[config.mk]
export PLATFORM = sky130hd
export DESIGN_NAME = mux8_rr_arbiter
export DESIGN_NICKNAME = d
export VERILOG_FILES = /design/src/rtl/mux8_rr_arbiter.sv
export SDC_FILE = /design/constraint.sdc
export NUM_CORES = 1
export LEC_CHECK = 0
export CORE_MARGIN = 1
export CORE_UTILIZATION = 45
export DETAILED_ROUTE_END_ITERATION = 8
export SYNTH_ARGS = -nofsm -noshare
export SYNTH_HDL_FRONTEND = slang
export SYNTH_SLANG_ARGS = --single-unit
[constraint.sdc]
create_clock -name clk -period 4.4 [get_ports clk]
set_input_delay 0.88 -clock clk [delete_from_list [all_inputs] [get_ports clk]]
set_output_delay 0.88 -clock clk [all_outputs]
set_load 0.005 [all_outputs]
[src/rtl/mux8_rr_arbiter.sv]
// Round-robin arbiter for the shared 8:1 mux: one-hot grant plus 3-bit select, 1-cycle registered latency.
// Hold limit bounds ownership under contention; en=0 freezes new grants and preemption.
module mux8_rr_arbiter #(
   parameter int unsigned MAX_HOLD = 4
) (
   input  logic       clk,
   input  logic       rst_n,
   input  logic       en,
   input  logic [7:0] req,
   output logic [7:0] gnt,
   output logic [2:0] sel,
   output logic       busy
);

   typedef enum logic {IDLE, GRANT} state_t;

   localparam logic [3:0] HOLD_MAX = 4'(MAX_HOLD);

   state_t     state_q, state_d;
   logic [2:0] ptr_q, ptr_d;
   logic [3:0] cnt_q, cnt_d;
   logic [7:0] gnt_q, gnt_d;
   logic [2:0] sel_q, sel_d;
   logic       busy_q, busy_d;
   logic [7:0] others;
   logic [2:0] next_start;

   // First set bit at or after p, wrapping; descending loop so the nearest offset wins.
   function automatic logic [2:0] rr_pick(input logic [7:0] r, input logic [2:0] p);
      logic [2:0] w;
      logic [2:0] idx;
      w = p;
      for (int i = 7; i >= 0; i--) begin
         idx = p + 3'(i);
         if (r[idx]) w = idx;
      end
      return w;
   endfunction

   assign others     = req & ~gnt_q;
   assign next_start = sel_q + 3'd1;

   always_comb begin
      state_d = state_q;
      ptr_d   = ptr_q;
      cnt_d   = cnt_q;
      gnt_d   = gnt_q;
      sel_d   = sel_q;
      busy_d  = busy_q;
      case (state_q)
         IDLE: begin
            if (en && (req != 8'd0)) begin
               sel_d   = rr_pick(req, ptr_q);
               gnt_d   = 8'd1 << rr_pick(req, ptr_q);
               busy_d  = 1'b1;
               cnt_d   = 4'd1;
               state_d = GRANT;
            end
         end
         GRANT: begin
            // sel_q always names the current owner while granted.
            if (!req[sel_q]) begin
               ptr_d = next_start;
               if (en && (others != 8'd0)) begin
                  sel_d = rr_pick(others, next_start);
                  gnt_d = 8'd1 << rr_pick(others, next_start);
                  cnt_d = 4'd1;
               end else begin
                  gnt_d   = 8'd0;
                  busy_d  = 1'b0;
                  cnt_d   = 4'd0;
                  state_d = IDLE;
               end
            end else if (en && (cnt_q == HOLD_MAX) && (others != 8'd0)) begin
               ptr_d = next_start;
               sel_d = rr_pick(others, next_start);
               gnt_d = 8'd1 << rr_pick(others, next_start);
               cnt_d = 4'd1;
            end else if (cnt_q != HOLD_MAX) begin
               cnt_d = cnt_q + 4'd1;
            end
         end
         default: state_d = IDLE;
      endcase
   end

   always_ff @(posedge clk or negedge rst_n) begin
      if (!rst_n) begin
         state_q <= IDLE;
         ptr_q   <= 3'd0;
         cnt_q   <= 4'd0;
         gnt_q   <= 8'd0;
         sel_q   <= 3'd0;
         busy_q  <= 1'b0;
      end else begin
         state_q <= state_d;
         ptr_q   <= ptr_d;
         cnt_q   <= cnt_d;
         gnt_q   <= gnt_d;
         sel_q   <= sel_d;
         busy_q  <= busy_d;
      end
   end

   assign gnt  = gnt_q;
   assign sel  = sel_q;
   assign busy = busy_q;

endmodule

; ---- After elaboration in Yosys (flattened, before gate mapping)
; Cells that the tools add are included.
[classes]
addsub = 16
order_cmp = 17
eq_ne = 9
n_shift = 3
n_mux = 81
n_bitwise = 3
n_reduce_logical = 11
[ops]
columns = op, n
row1 = $mux 3, 27
row2 = $lt 3x4->1 const B, 17
row3 = $bmux 1 s3, 17
row4 = $mux 8, 4
row5 = $add 3x3->3 const B, 8
row6 = $mux 1, 24
row7 = $shl 1x3->8 const A, 3
row8 = $mux 4, 4
row9 = $pmux 8 s2, 1
row10 = $reduce_bool 8->1, 2
row11 = $add 3x2->3 const B, 4
row12 = $add 3x1->3 const B, 3
row13 = $and 8x8->8, 1
row14 = $not 8->8, 1
row15 = $pmux 4 s2, 1
row16 = $ne 2x2->1 const B, 3
row17 = $pmux 3 s2, 1
row18 = $reduce_and 2->1, 3
row19 = $reduce_and 3->1, 2
row20 = $add 4x1->4 const B, 1
row21 = $eq 4x3->1 const B, 1
row22 = $logic_and 1x1->1, 4
row23 = $ne 4x2->1 const B, 1
row24 = $ne 4x3->1 const B, 1
row25 = 5 further kinds, 6
[word_totals]
register_bits = 20
output_inout_bits = 12
wordCells = 146

; ---- Depth between registers and ports, before layout
; Gate-level depths: netlist of run 1.
[depth]
ltp_word = 19
depth_mapped = 14
depth_no_buf = 10

; ---- Worst setup path before layout of run 1
; OpenSTA, ideal clock, no wires.
[synth_timing]
path_kind = register to register
startpoint = register ptr_q[1]
endpoint = register gnt_q[2], in the netlist gnt[2]
t_arrival_ns = 3.491
path_slack_ns = 0.818
stages_incl_launch_ff = 14
path_buffers = 3
cell_sequence = dfrtp_1 clkbuf_1 clkbuf_1 inv_1 ha_1 clkbuf_1 mux4_2 mux2i_1 a21oi_1 o21bai_1 a21oi_1 xnor2_1 or4_1 o221ai_1
[synth_via]
elab_chain_len = 16
elab_cells_between_ends = 36
[synth_lines]
columns = item, line
row1 = "start, declared", 20  ; logic [2:0] ptr_q, ptr_d;
row2 = "start signal, assigned", 97  ; ptr_q <= ptr_d;
row3 = $add 3x3->3, 34  ; idx = p + 3'(i);
row4 = $bmux 1 s3, 35  ; if (r[idx]) w = idx;
row5 = $mux 1 (implied by the code), 35
row6 = $mux 3 (7 in series), 35
row7 = $mux 3 *, 35
row8 = $mux 3 *, 52  ; if (en && (req != 8'd0)) begin
row9 = $mux 3 *, 50  ; case (state_q)
row10 = $shl 1x3->8 *, 54  ; gnt_d = 8'd1 << rr_pick(req, ptr_q);
row11 = $mux 8 *, 52
row12 = $pmux 8 s2 *, 50
row13 = "end signal, assigned", 99  ; gnt_q <= gnt_d;
row14 = "end, declared", 22  ; logic [7:0] gnt_q, gnt_d;
; Mark *: on every way between the ends. The rest lies on a longest branch, timed or not. The select of a mux whose other input is x is not followed.
; A chain may end at the register's enable or synchronous reset.

; ---- Final worst setup path of run 1
[layout_timing]
startpoint = input req[3]
endpoint = register gnt_q[3], in the netlist gnt[3]
[layout_via]
elab_chain_len = 18
elab_cells_between_ends = 75
[layout_lines]
columns = item, line
row1 = "start, declared", 9  ; input logic [7:0] req,
row2 = $and 8x8->8, 40  ; assign others = req & ~gnt_q;
row3 = $bmux 1 s3, 35
row4 = $mux 1 (implied by the code), 35
row5 = $mux 3 (8 in series), 35
row6 = "$mux 3, on equally long branches", "64, 74"
row7 = $mux 3, 62  ; if (!req[sel_q]) begin
row8 = $mux 3, 50
row9 = "$shl 1x3->8, on equally long branches", "66, 77"
row10 = "$mux 8, on equally long branches", "64, 74"
row11 = $mux 8, 62
row12 = $pmux 8 s2, 50
; Several ways; a longest one is shown, not always the timed one. The select of a mux whose other input is x is not followed.

==> summary.txt, run 1 <==
Status
  • Status: finished clean

Layout
  • Area grow syn2layout: 11.1%
  • NumNets Final: 366
  • Most common cell after layout, fill and taps aside: nand2_1
  • Layout cells sized above 1: 15.2%
  • Finished Cell Area: 3290 sq um
  • Non-Filler Instances: 425
  • Commonest cells after routing, fill and taps aside: 29 x nand2_1, 23 x mux2i_1, 22 x clkdlybuf4s50_1
  • Number of diodes: 0

Timing
  • RSZ-0062 raised after global routing: no
  • Setup tns final: 0 ps
  • Slew @ Worst Pin: 916 ps
  • Final Hold Viols: 0
  • Max-slew headroom at the worst pin: 38.7%
  • Fmax: 258 MHz
  • Min Clock Period, post-route: 3870 ps
  • Period utilization: 88.0%
  • Fin Hold WS: 561 ps
  • Setup violators final: 0
  • Pins Over Slew Limit: 0
  • Clock skew: 1.34 ps

Route
  • DR vias/cell: 6.86
  • Routed wire length: 8580 um
  • Pre-antenna DRT Iters: 5
  • Drt drc: 0
  • Drt wl/cell: 20.2 um
  • Remaining antenna violation count: 0
  • Drt initial violations: 241
  • Via Count: 2915

Yosys
  • Post-Synthesis Cells: 339
  • Cell variety after synth: 64
  • Yosys top cell area share: 16.9%
  • Synth area leader: dfrtp_1
  • Synth warnings: 0
  • Post-synthesis register bit count: 20
  • Register area share after synthesis: 16.9%
  • Syn Area/Cell: 8.73 sq um
  • Syn Nets: 356
  • Cells taking the most area after synthesis: dfrtp_1 17%, mux4_2 16%, mux2i_1 7.8%
  • Synthesized cell area: 2960 sq um
  • Share of flip-flops with an asynchronous set or reset: 100%
  • Number of synthesized flops with an enable pin: 0
  • Commonest register cell after synthesis: dfrtp_1

Worst setup path
  • Cell mode on critical path: o221ai_1
  • Crit path max-delay family: simple AND/OR/NAND/NOR gates
  • CP required: 4570 ps
  • Crit Path Max Fanout: 14
  • Max incr delay on CP: 690 ps
  • CP max-delay cell: clkdlybuf4s50_1
  • Startpoint types: input pin
  • CP Buf/Inv Count: 2
  • Crit path DAT: 4040 ps
  • CP Capture Type: flip-flop
  • Crit-path cells: clkdlybuf4s50_1 -> and4b_1 -> nor4_2 -> mux2i_1 -> a211oi_1 -> or4_1 -> o221ai_1 -> buf_4 -> or2_1 -> o221ai_1
  • Critical path class: input pin to flip-flop

GRT
  • Vias in the first global route: 2639
  • First-pass GRT wire length: 14200 um
  • Initial antenna violation count: 0
  • Gr usage total: 25.0%
  • Largest net degree at the start of global routing: 32
  • Congestion Overflow GR: 0

Placement
  • Final weighted congestion in routability-driven placement: 0.867
  • Number of port buffers: 22
  • DP Area: 3230 sq um
  • Placed cell count: 421
  • DP HPWL: 6330 um

Die
  • Core Region: 6350 sq um
  • Starting Density: 46.6%
  • Die width: 83.1 um
  • Row count: 29
  • Io pins: 23
  • Die H: 83.1 um
  • Die area: 6900 sq um

CTS
  • Clk slew on worst S/H paths: 70 ps
  • CTS tree: built
  • Postcts setup bufs: 0
  • Post-CTS sizing: 0
  • H-tree levels: 1
  • Clock insertion delay at the later pin of the skew report: 260 ps
  • Clock Sinks: 20
  • CTS Buffer Depth: 2
  • Root Buffer: clkbuf_8
  • Num CTS Buffers: 3
  • Hold buffers post-CTS: 0

Run
  • Max Cap Violations: 0

Worst hold path
  • Min-Delay Path Class: flip-flop to flip-flop
-- routing by layer --
metal | track usage [%] | vias to the layer above | share of wire [%]
met3 | 1.39 | 8 | 4.4
met1 | 38.5 | 1461 | 49
li1 | - | 1334 | -
met4 | 4.39 | 0 | 0.78
met2 | 39.2 | 112 | 45
met5 | 0 | - | 0
-- cells by family (layout without fill, tap and decap cells) --
| kind of cell | Yosys count | in the layout | synth area share [%] |
|---|---|---|---|
| adders and majority gates | 6 | 6 | 2.54 |
| xor gates and xnor gates | 9 | 9 | 3.17 |
| and+or+nand+nor | 122 | 122 | 24.0 |
| muxes | 52 | 52 | 26.8 |
| DFF | 20 | 20 | 16.9 |
| buffers and inverters | 44 | 53 | 6.17 |
| AOI/OAI and AO/OA | 86 | 86 | 20.4 |
-- metrics by stage --
step | worst slack [ps] | util [%]
after floorplan | 818 | -
after global placement | 388 | 50.9
after detailed placement | 336 | 50.9
after CTS | 620 | 51.8
after global routing | 290 | 51.8
final | 529 | 51.8
-- path summary, 6_finish.rpt --
| kind | startpoint | endpoint | slack (ps) | cells after the start |
|---|---|---|---|---|
| worst max-delay path | req[3] | gnt[3]$_DFFE_PN0P_ | 530 | 10 |
| worst min-delay path | busy$_DFFE_PN0P_ | busy$_DFFE_PN0P_ | 560 | 2 |
| worst max register to register | sel[0]$_DFFE_PN0P_ | gnt[3]$_DFFE_PN0P_ | 680 | 13 |
| worst min register to register | busy$_DFFE_PN0P_ | busy$_DFFE_PN0P_ | 560 | 2 |
| max in group asynchronous | rst_n | gnt[7]$_DFFE_PN0P_ | 2710 | 1 |
| min in group asynchronous | rst_n | busy$_DFFE_PN0P_ | 1130 | 1 |
-- tightest hold or removal path: stages, from the launching register on --
cell and delay [ps]:
dfrtp_1 370, o21ai_0 80, o21ai_0 70
-- state kept, by name, indices dropped and copies added (netlist names) --
| register | cells |
|---|---|
| busy | 1 |
| cnt_q | 4 |
| gnt | 8 |
| ptr_q | 3 |
| sel | 3 |
| state_q | 1 |
-- Yosys cell counts (all sizes together) (3+ instances only) --
cell type   n
a211oi      4
a21o        3
a21oi      14
a221oi      3
a22oi       4
a2bb2oi     3
a31oi       3
and2        3
and4b       3
buf         8
clkbuf     19
dfrtp      20
ha          6
inv        15
mux2        8
mux2i      23
mux4       21
nand2      29
nand2b     14
nand3       7
nand3b      3
nand4       4
nor2       14
nor2b      11
nor3        6
nor4        9
nor4b       3
nor4bb      5
o21ai      17
o221ai      9
o22ai       3
o31ai       3
or4         4
xnor2       8
-- layout make-up --
class,instances,area (sq um)
multi-input cells,275,2280
flip-flops and latches,20,500
repair buffers,32,295
well taps,77,96.3
inverters,17,63.8
fillers,617,3060
clock buffers,4,55.1
Power of run 1 is not shown: default switching activity piles up to over one toggle a cycle in this logic, so the estimate is an artifact.
==> run 2, diff against run 1 <==
--- a/config.mk
+++ b/config.mk
@@ -7,2 +7,3 @@
 export LEC_CHECK = 0
+export ABC_AREA = 1
 export CORE_MARGIN = 1
--- a/constraint.sdc
+++ b/constraint.sdc
@@ -3,2 +3,2 @@
 set_output_delay 0.88 -clock clk [all_outputs]
-set_load 0.005 [all_outputs]
+set_load 0.05 [all_outputs]
==> summary.txt, run 2 <==
Yosys
  • Cell variety after synth: 33 (-48%)
  • Number of synthesized flops with an enable pin: 0 (unchanged)
  • Post-Synthesis Cells: 448 (+32%)
  • Cells taking the most area after synthesis: nand3_1 21%, nand2_1 20%, dfrtp_1 19%
  • XOR/XNOR Fraction of Synth Area: 1.02% (-2.2 points)
  • Largest family of logic cells by synthesized area: simple AND/OR/NAND/NOR gates
  • Commonest register cell after synthesis: dfrtp_1
  • Syn Area/Cell: 5.75 sq um (-34%)
  • Syn Nets: 465 (+31%)
  • Share of flip-flops with an asynchronous set or reset: 100% (unchanged)
  • Synth warnings: 0 (unchanged)
  • Mux share of post-synthesis cell area: 0% (-27 points)
  • Register area share after synthesis: 19.4% (+2.5 points)
  • Adder-cell share of the synthesized area: 2.91% (+0.38 points)
  • Compound-Gate Fraction of Synth Area: 11.2% (-9.2 points)
  • Simple-gate share of the synthesized area: 51.6% (+28 points)
  • Synth cell count leaders: 137 x nand2_1, 106 x nand3_1, 62 x inv_1
  • Synthesized cell area: 2580 sq um (-13%)
  • Yosys top cell area share: 20.6% (+3.7 points)
  • Count leader, synth: nand2_1
  • Post-synthesis register bit count: 20 (unchanged)
  • Synth area leader: nand3_1

Route
  • Drt drc: 0 (unchanged)
  • Drt initial violations: 323 (+34%)
  • Via Count: 2838 (-2.6%)
  • Pre-antenna DRT Iters: 7 (+2)
  • DR vias/cell: 5.28 (-23%)
  • Routed wire length: 7230 um (-16%)
  • Drt wl/cell: 13.5 um (-33%)
  • Remaining antenna violation count: 0 (unchanged)

Timing
  • Period utilization: 68.5% (-19 points)
  • RSZ-0062 raised after global routing: no
  • Final Hold Viols: 0 (unchanged)
  • Pins Over Slew Limit: 0 (unchanged)
  • Slew @ Worst Pin: 908 ps (-8.02 ps)
  • Setup tns final: 0 ps (unchanged)
  • Fin Hold WS: 524 ps (-36.6 ps)
  • Setup violators final: 0 (unchanged)
  • Clock skew: 2.26 ps (+0.924 ps)
  • Min Clock Period, post-route: 3010 ps (-856 ps)
  • Fmax: 332 MHz (+28%)
  • Max-slew headroom at the worst pin: 39.3% (+0.54 points)

Run
  • Max Cap Violations: 0 (unchanged)

Worst setup path
  • CP max-delay cell: dfrtp_1
  • Startpoint types: flip-flop
  • Max incr delay on CP: 610 ps (-80 ps)
  • Cell mode on critical path: nand2_1
  • Crit path DAT: 3180 ps (-860 ps)
  • Crit Path Max Fanout: 12 (-2)
  • Crit-path cells: inv_2 -> ha_1 -> inv_1 -> nand3_1 -> nand3_1 -> nand2_1 -> inv_1 -> nand2_1 -> nand2_1 -> nand2_1 -> nand2_1 -> nand2_1 -> nand2_1 -> nand2_1 -> nand2_1 -> inv_1 -> nand3_1 -> nand2_1 -> nor2_1 -> nor2_1
  • Critical path class: flip-flop to flip-flop
  • CP Capture Type: flip-flop
  • CP required: 4560 ps (about the same)

CTS
  • H-tree levels: 1 (unchanged)
  • Postcts setup bufs: 0 (unchanged)
  • Clk slew on worst S/H paths: 80 ps (about the same)
  • CTS Buffer Depth: 2 (unchanged)
  • Clock insertion delay at the later pin of the skew report: 270 ps (about the same)
  • Hold buffers post-CTS: 0 (unchanged)
  • Clock Sinks: 20 (unchanged)
  • Num CTS Buffers: 3 (unchanged)
  • CTS tree: built
  • Root Buffer: clkbuf_8
  • Post-CTS sizing: 0 (unchanged)

Worst hold path
  • Min-Delay Path Class: flip-flop to flip-flop

Die
  • Io pins: 23 (unchanged)
  • Row count: 27 (-6.9%)
  • Die width: 77.7 um (-6.5%)
  • Starting Density: 46.8% (+0.21 points)
  • Core Region: 5510 sq um (-13%)
  • Die area: 6030 sq um (-13%)
  • Die H: 77.7 um (-6.5%)

Layout
  • Max reg flops: 8 (unchanged)
  • Storage cell area: 500 sq um (unchanged)
  • Area grow syn2layout: 11.7%
  • Layout cells sized above 1: 9.03% (-6.2 points)
  • Fill cells: 587 (-4.9%)
  • NumNets Final: 483 (+32%)
  • Area of the multi-input gates: 1720 sq um (-24%)
  • Commonest cells after routing, fill and taps aside: 137 x nand2_1, 106 x nand3_1, 62 x inv_1
  • Most common cell after layout, fill and taps aside: nand2_1
  • Number of diodes: 0 (unchanged)

Placement
  • Number of port buffers: 22 (unchanged)
  • DP HPWL: 5750 um (-9.3%)
  • Final weighted congestion in routability-driven placement: 0.952 (+9.7%)

GRT
  • Initial antenna violation count: 0 (unchanged)
  • Gr usage total: 25.6% (+0.59 points)
  • Congestion Overflow GR: 0 (unchanged)
  • Vias in the first global route: 2653 (+0.53%)
  • First-pass GRT wire length: 12300 um (-13%)
  • Largest net degree at the start of global routing: 21 (-34%)

Status
  • Status: finished clean
==> run 2: worst paths after layout <==
check / start / to / slack (ps) / cells after the start
worst min-delay path: busy$_DFFE_PN0P_ / busy$_DFFE_PN0P_ / 520 / 2
worst max-delay path: ptr_q[0]$_DFFE_PN0P_ / gnt[2]$_DFFE_PN0P_ / 1390 / 20
worst min register to register: busy$_DFFE_PN0P_ / busy$_DFFE_PN0P_ / 520 / 2
min in group asynchronous: rst_n / gnt[1]$_DFFE_PN0P_ / 1120 / 1
worst max register to register: ptr_q[0]$_DFFE_PN0P_ / gnt[2]$_DFFE_PN0P_ / 1390 / 20
max in group asynchronous: rst_n / ptr_q[2]$_DFFE_PN0P_ / 2730 / 1
==> run 2: worst max-delay path: cells and delay by family (launching register included) <==
kind                       cells  cell delay (ps)
DFF                            1              610
adders and majority gates      1              440
buffers and inverters          4              570
and+or+nand+nor               15             1280
==> run 2: area by class of cell <==
cell class | count | share of cell area [%]
Clock buffer | 3 | 1.43
Clock inverter | 1 | 1.04
Inverter | 70 | 9.39
Multi-Input combinational cell | 348 | 59.7
Sequential cell | 20 | 17.4
Tap cell | 72 | 3.13
Timing Repair Buffer | 23 | 7.91
==> run 2: through the flow <==
step	util [%]	instance area [sq um]	setup WS [ps]	std cells
floorplan	-	2580	1600	448
global placement	51.0	2810	1250	533
detailed placement	51.0	2810	1260	533
CTS	52.3	2880	1420	537
global route	52.3	2880	1020	537
finish	52.3	2880	1390	537
==> run 2: logic make-up (layout without fill, tap and decap cells) <==
kind of cell / count (synthesis) / count (layout)
AND/OR/NAND/NOR: 291 / 291
buffers and inverters: 80 / 97
XOR/XNOR: 3 / 3
AO/OA/AOI/OAI: 48 / 48
adder cells (fa/ha/maj): 6 / 6
flip-flops: 20 / 20
==> run 2: layer usage <==
layer | routed length (um) | track usage [%] | up-vias
li1 | - | - | 1482
met3 | 391 | 3.53 | 2
met4 | 16 | 6.42 | 0
met1 | 3610 | 35.2 | 1256
met2 | 3220 | 41.9 | 98
met5 | 0 | 0 | -
Power of run 2 is left out for the same reason.
==> run 3, diff against run 2 <==
- PLACE_DENSITY: not set -> 0.67
- clock period: 4.4 -> 2.43 ns (I/O delays scaled with it)
==> summary.txt, run 3 (synthesis results as in run 2) <==
GRT
  • Initial antenna violation count: 0 (unchanged)
  • Congestion Overflow GR: 0 (unchanged)
  • Largest net degree at the start of global routing: 19 (-9.5%)
  • First-pass GRT wire length: 13500 um (+9.5%)
  • Gr usage total: 27.6% (+2.0 points)
  • Vias in the first global route: 2944 (+11%)

Worst setup path
  • Max incr delay on CP: 460 ps (-150 ps)
  • R2R Path Start: sel[0]$_DFFE_PN0P_
  • FF-to-FF setup slack: 30 ps (-1350 ps)
  • CP Launch Point: sel[0]$_DFFE_PN0P_
  • CP Buf/Inv Count: 4 (unchanged)
  • Crit path max-delay family: simple AND/OR/NAND/NOR gates
  • CP max-delay cell: dfrtp_2
  • Critical path class: flip-flop to flip-flop
  • Worst r2r dst: gnt[0]$_DFFE_PN0P_
  • CP Capture Type: flip-flop
  • Crit Path Max Fanout: 8 (-4)
  • Startpoint types: flip-flop
  • Crit-path cells: inv_8 -> ha_4 -> buf_6 -> nand3_1 -> nand2_2 -> nand3_2 -> nand2_2 -> inv_1 -> nand2_1 -> nand2_1 -> nand2_1 -> nand2_1 -> nand2_1 -> nand2_2 -> nand2_2 -> nand2_2 -> nand2_4 -> buf_4 -> nand3_1 -> a21oi_1
  • Reg2reg path depth: 20 (unchanged)
  • Crit path DAT: 2600 ps (-580 ps)
  • CP required: 2630 ps (-1930 ps)

CTS
  • Root Buffer: clkbuf_8
  • Hold buffers post-CTS: 0 (unchanged)
  • Clock insertion delay at the later pin of the skew report: 270 ps (about the same)
  • Num CTS Buffers: 3 (unchanged)
  • H-tree levels: 1 (unchanged)
  • CTS Buffer Depth: 2 (unchanged)
  • Clock Sinks: 20 (unchanged)
  • CTS tree: built
  • Clk slew on worst S/H paths: 80 ps (about the same)

Worst hold path
  • Min-Delay Path Class: flip-flop to flip-flop
  • Hold path start: busy$_DFFE_PN0P_
  • Hold path depth: 2 (unchanged)
  • Worst-case hold path end point: busy$_DFFE_PN0P_

Layout
  • Layout cells sized above 1: 29.3% (+20 points)
  • Most common cell after layout, fill and taps aside: nand2_1
  • Max reg flops: 8 (unchanged)
  • Commonest cells after routing, fill and taps aside: 119 x nand2_1, 83 x nand3_1, 59 x inv_1
  • Area of the multi-input gates: 1980 sq um (+15%)
  • Storage cell area: 503 sq um (+0.50%)
  • Number of diodes: 0 (unchanged)
  • Area grow syn2layout: 39.9%
  • NumNets Final: 540 (+12%)
  • Fill cells: 525 (-11%)
  • Finished Cell Area: 3600 sq um (+25%)

Placement
  • DP Area: 3230 sq um (+15%)
  • DP HPWL: 6260 um (+9.0%)
  • Final weighted congestion in routability-driven placement: 0.979 (+2.8%)
  • Number of port buffers: 22 (unchanged)

Die
  • Die H: 77.7 um (unchanged)
  • Row count: 27 (unchanged)
  • Die area: 6030 sq um (unchanged)
  • Starting Density: 46.8% (unchanged)
  • Die width: 77.7 um (unchanged)
  • Core Region: 5510 sq um (unchanged)
  • Io pins: 23 (unchanged)

Route
  • DR vias/cell: 5.31 (+0.44%)
  • Routed wire length: 8220 um (+14%)
  • Pre-antenna DRT Iters: 4 (-3)
  • Remaining antenna violation count: 0 (unchanged)
  • Drt drc: 0 (unchanged)
  • Drt initial violations: 301 (-6.8%)
  • Drt wl/cell: 13.8 um (+2.7%)
  • Via Count: 3153 (+11%)

Timing
  • Period utilization: 98.7% (+30 points)
  • Max-slew headroom at the worst pin: 64.9% (+26 points)
  • Final Hold Viols: 0 (unchanged)
  • Pins Over Slew Limit: 0 (unchanged)
  • Fmax: 417 MHz (+26%)
  • RSZ-0062 raised after global routing: yes
  • Setup violators final: 0 (unchanged)
  • Slew @ Worst Pin: 525 ps (-383 ps)
  • Clock skew: 3.26 ps (+0.996 ps)
  • Min Clock Period, post-route: 2400 ps (-616 ps)

Run
  • Max Cap Violations: 0 (unchanged)

Status
  • Status: finished clean
-- run 3: cell count changes in the layout (fill, tap and decap cells not counted), moves of 6 or more --
cell	before	now
buf_4	1	55
nand3_1	106	83
nand2_4	3	9
clkdlybuf4s50_1	22	14
dlymetal6s2s_1	0	8
nand2_2	9	21
nand3_2	4	24
nand2_1	137	119
-- run 3: area by class of cell --
class                   count  share of cell area (%)
clock buffers               3                    1.15
multi-input cells         348                    54.9
clock inverters             1                   0.833
inverters                  70                    7.64
flip-flops and latches     20                    14.0
well taps                  72                    2.50
repair buffers             80                    19.1
-- run 3: through the flow --
step	setup TNS (ps)	util, %	setup WS (ps)	std cells	hold WS (ps)
after floorplan	-748	-	-96.0	448	190
after global placement	-1860	58.7	-208	578	499
after CTS	0	60.0	1.33	582	523
after detailed placement	-2150	58.7	-229	578	504
after global routing	-1240	65.5	-154	594	568
final	0	65.5	30.9	594	509
-- run 3: worst min-delay path, delay by kind of cell (launching register included) --
family | cells | cell delay [ps]
and+or+nand+nor | 1 | 50
DFF | 1 | 350
AOI/OAI and AO/OA | 1 | 70
-- run 3: worst max-delay path by stage --
| stage | slack (ps) | cells after the start | end |
|---|---|---|---|
| after floorplan | -100 | 22 | sel[1]$_DFFE_PN0P_ |
| after global placement | -210 | 20 | gnt[6]$_DFFE_PN0P_ |
| after detailed placement | -230 | 20 | gnt[6]$_DFFE_PN0P_ |
| after CTS | 1 | 20 | gnt[6]$_DFFE_PN0P_ |
| after global routing | -150 | 18 | gnt[6]$_DFFE_PN0P_ |
| final | 30 | 20 | gnt[0]$_DFFE_PN0P_ |
-- run 3: metal layers --
metal,routed length (um),global-route usage (%)
met1,3940,39.7
met2,3720,45.2
met3,413,1.41
met4,145,6.60
met5,0,0
-- run 3: timing repair --
item	CTS	global route
setup endpoints to repair	0	13
buffers inserted	0	12
gates resized for setup	0	59
Power of run 3 is left out for the same reason.
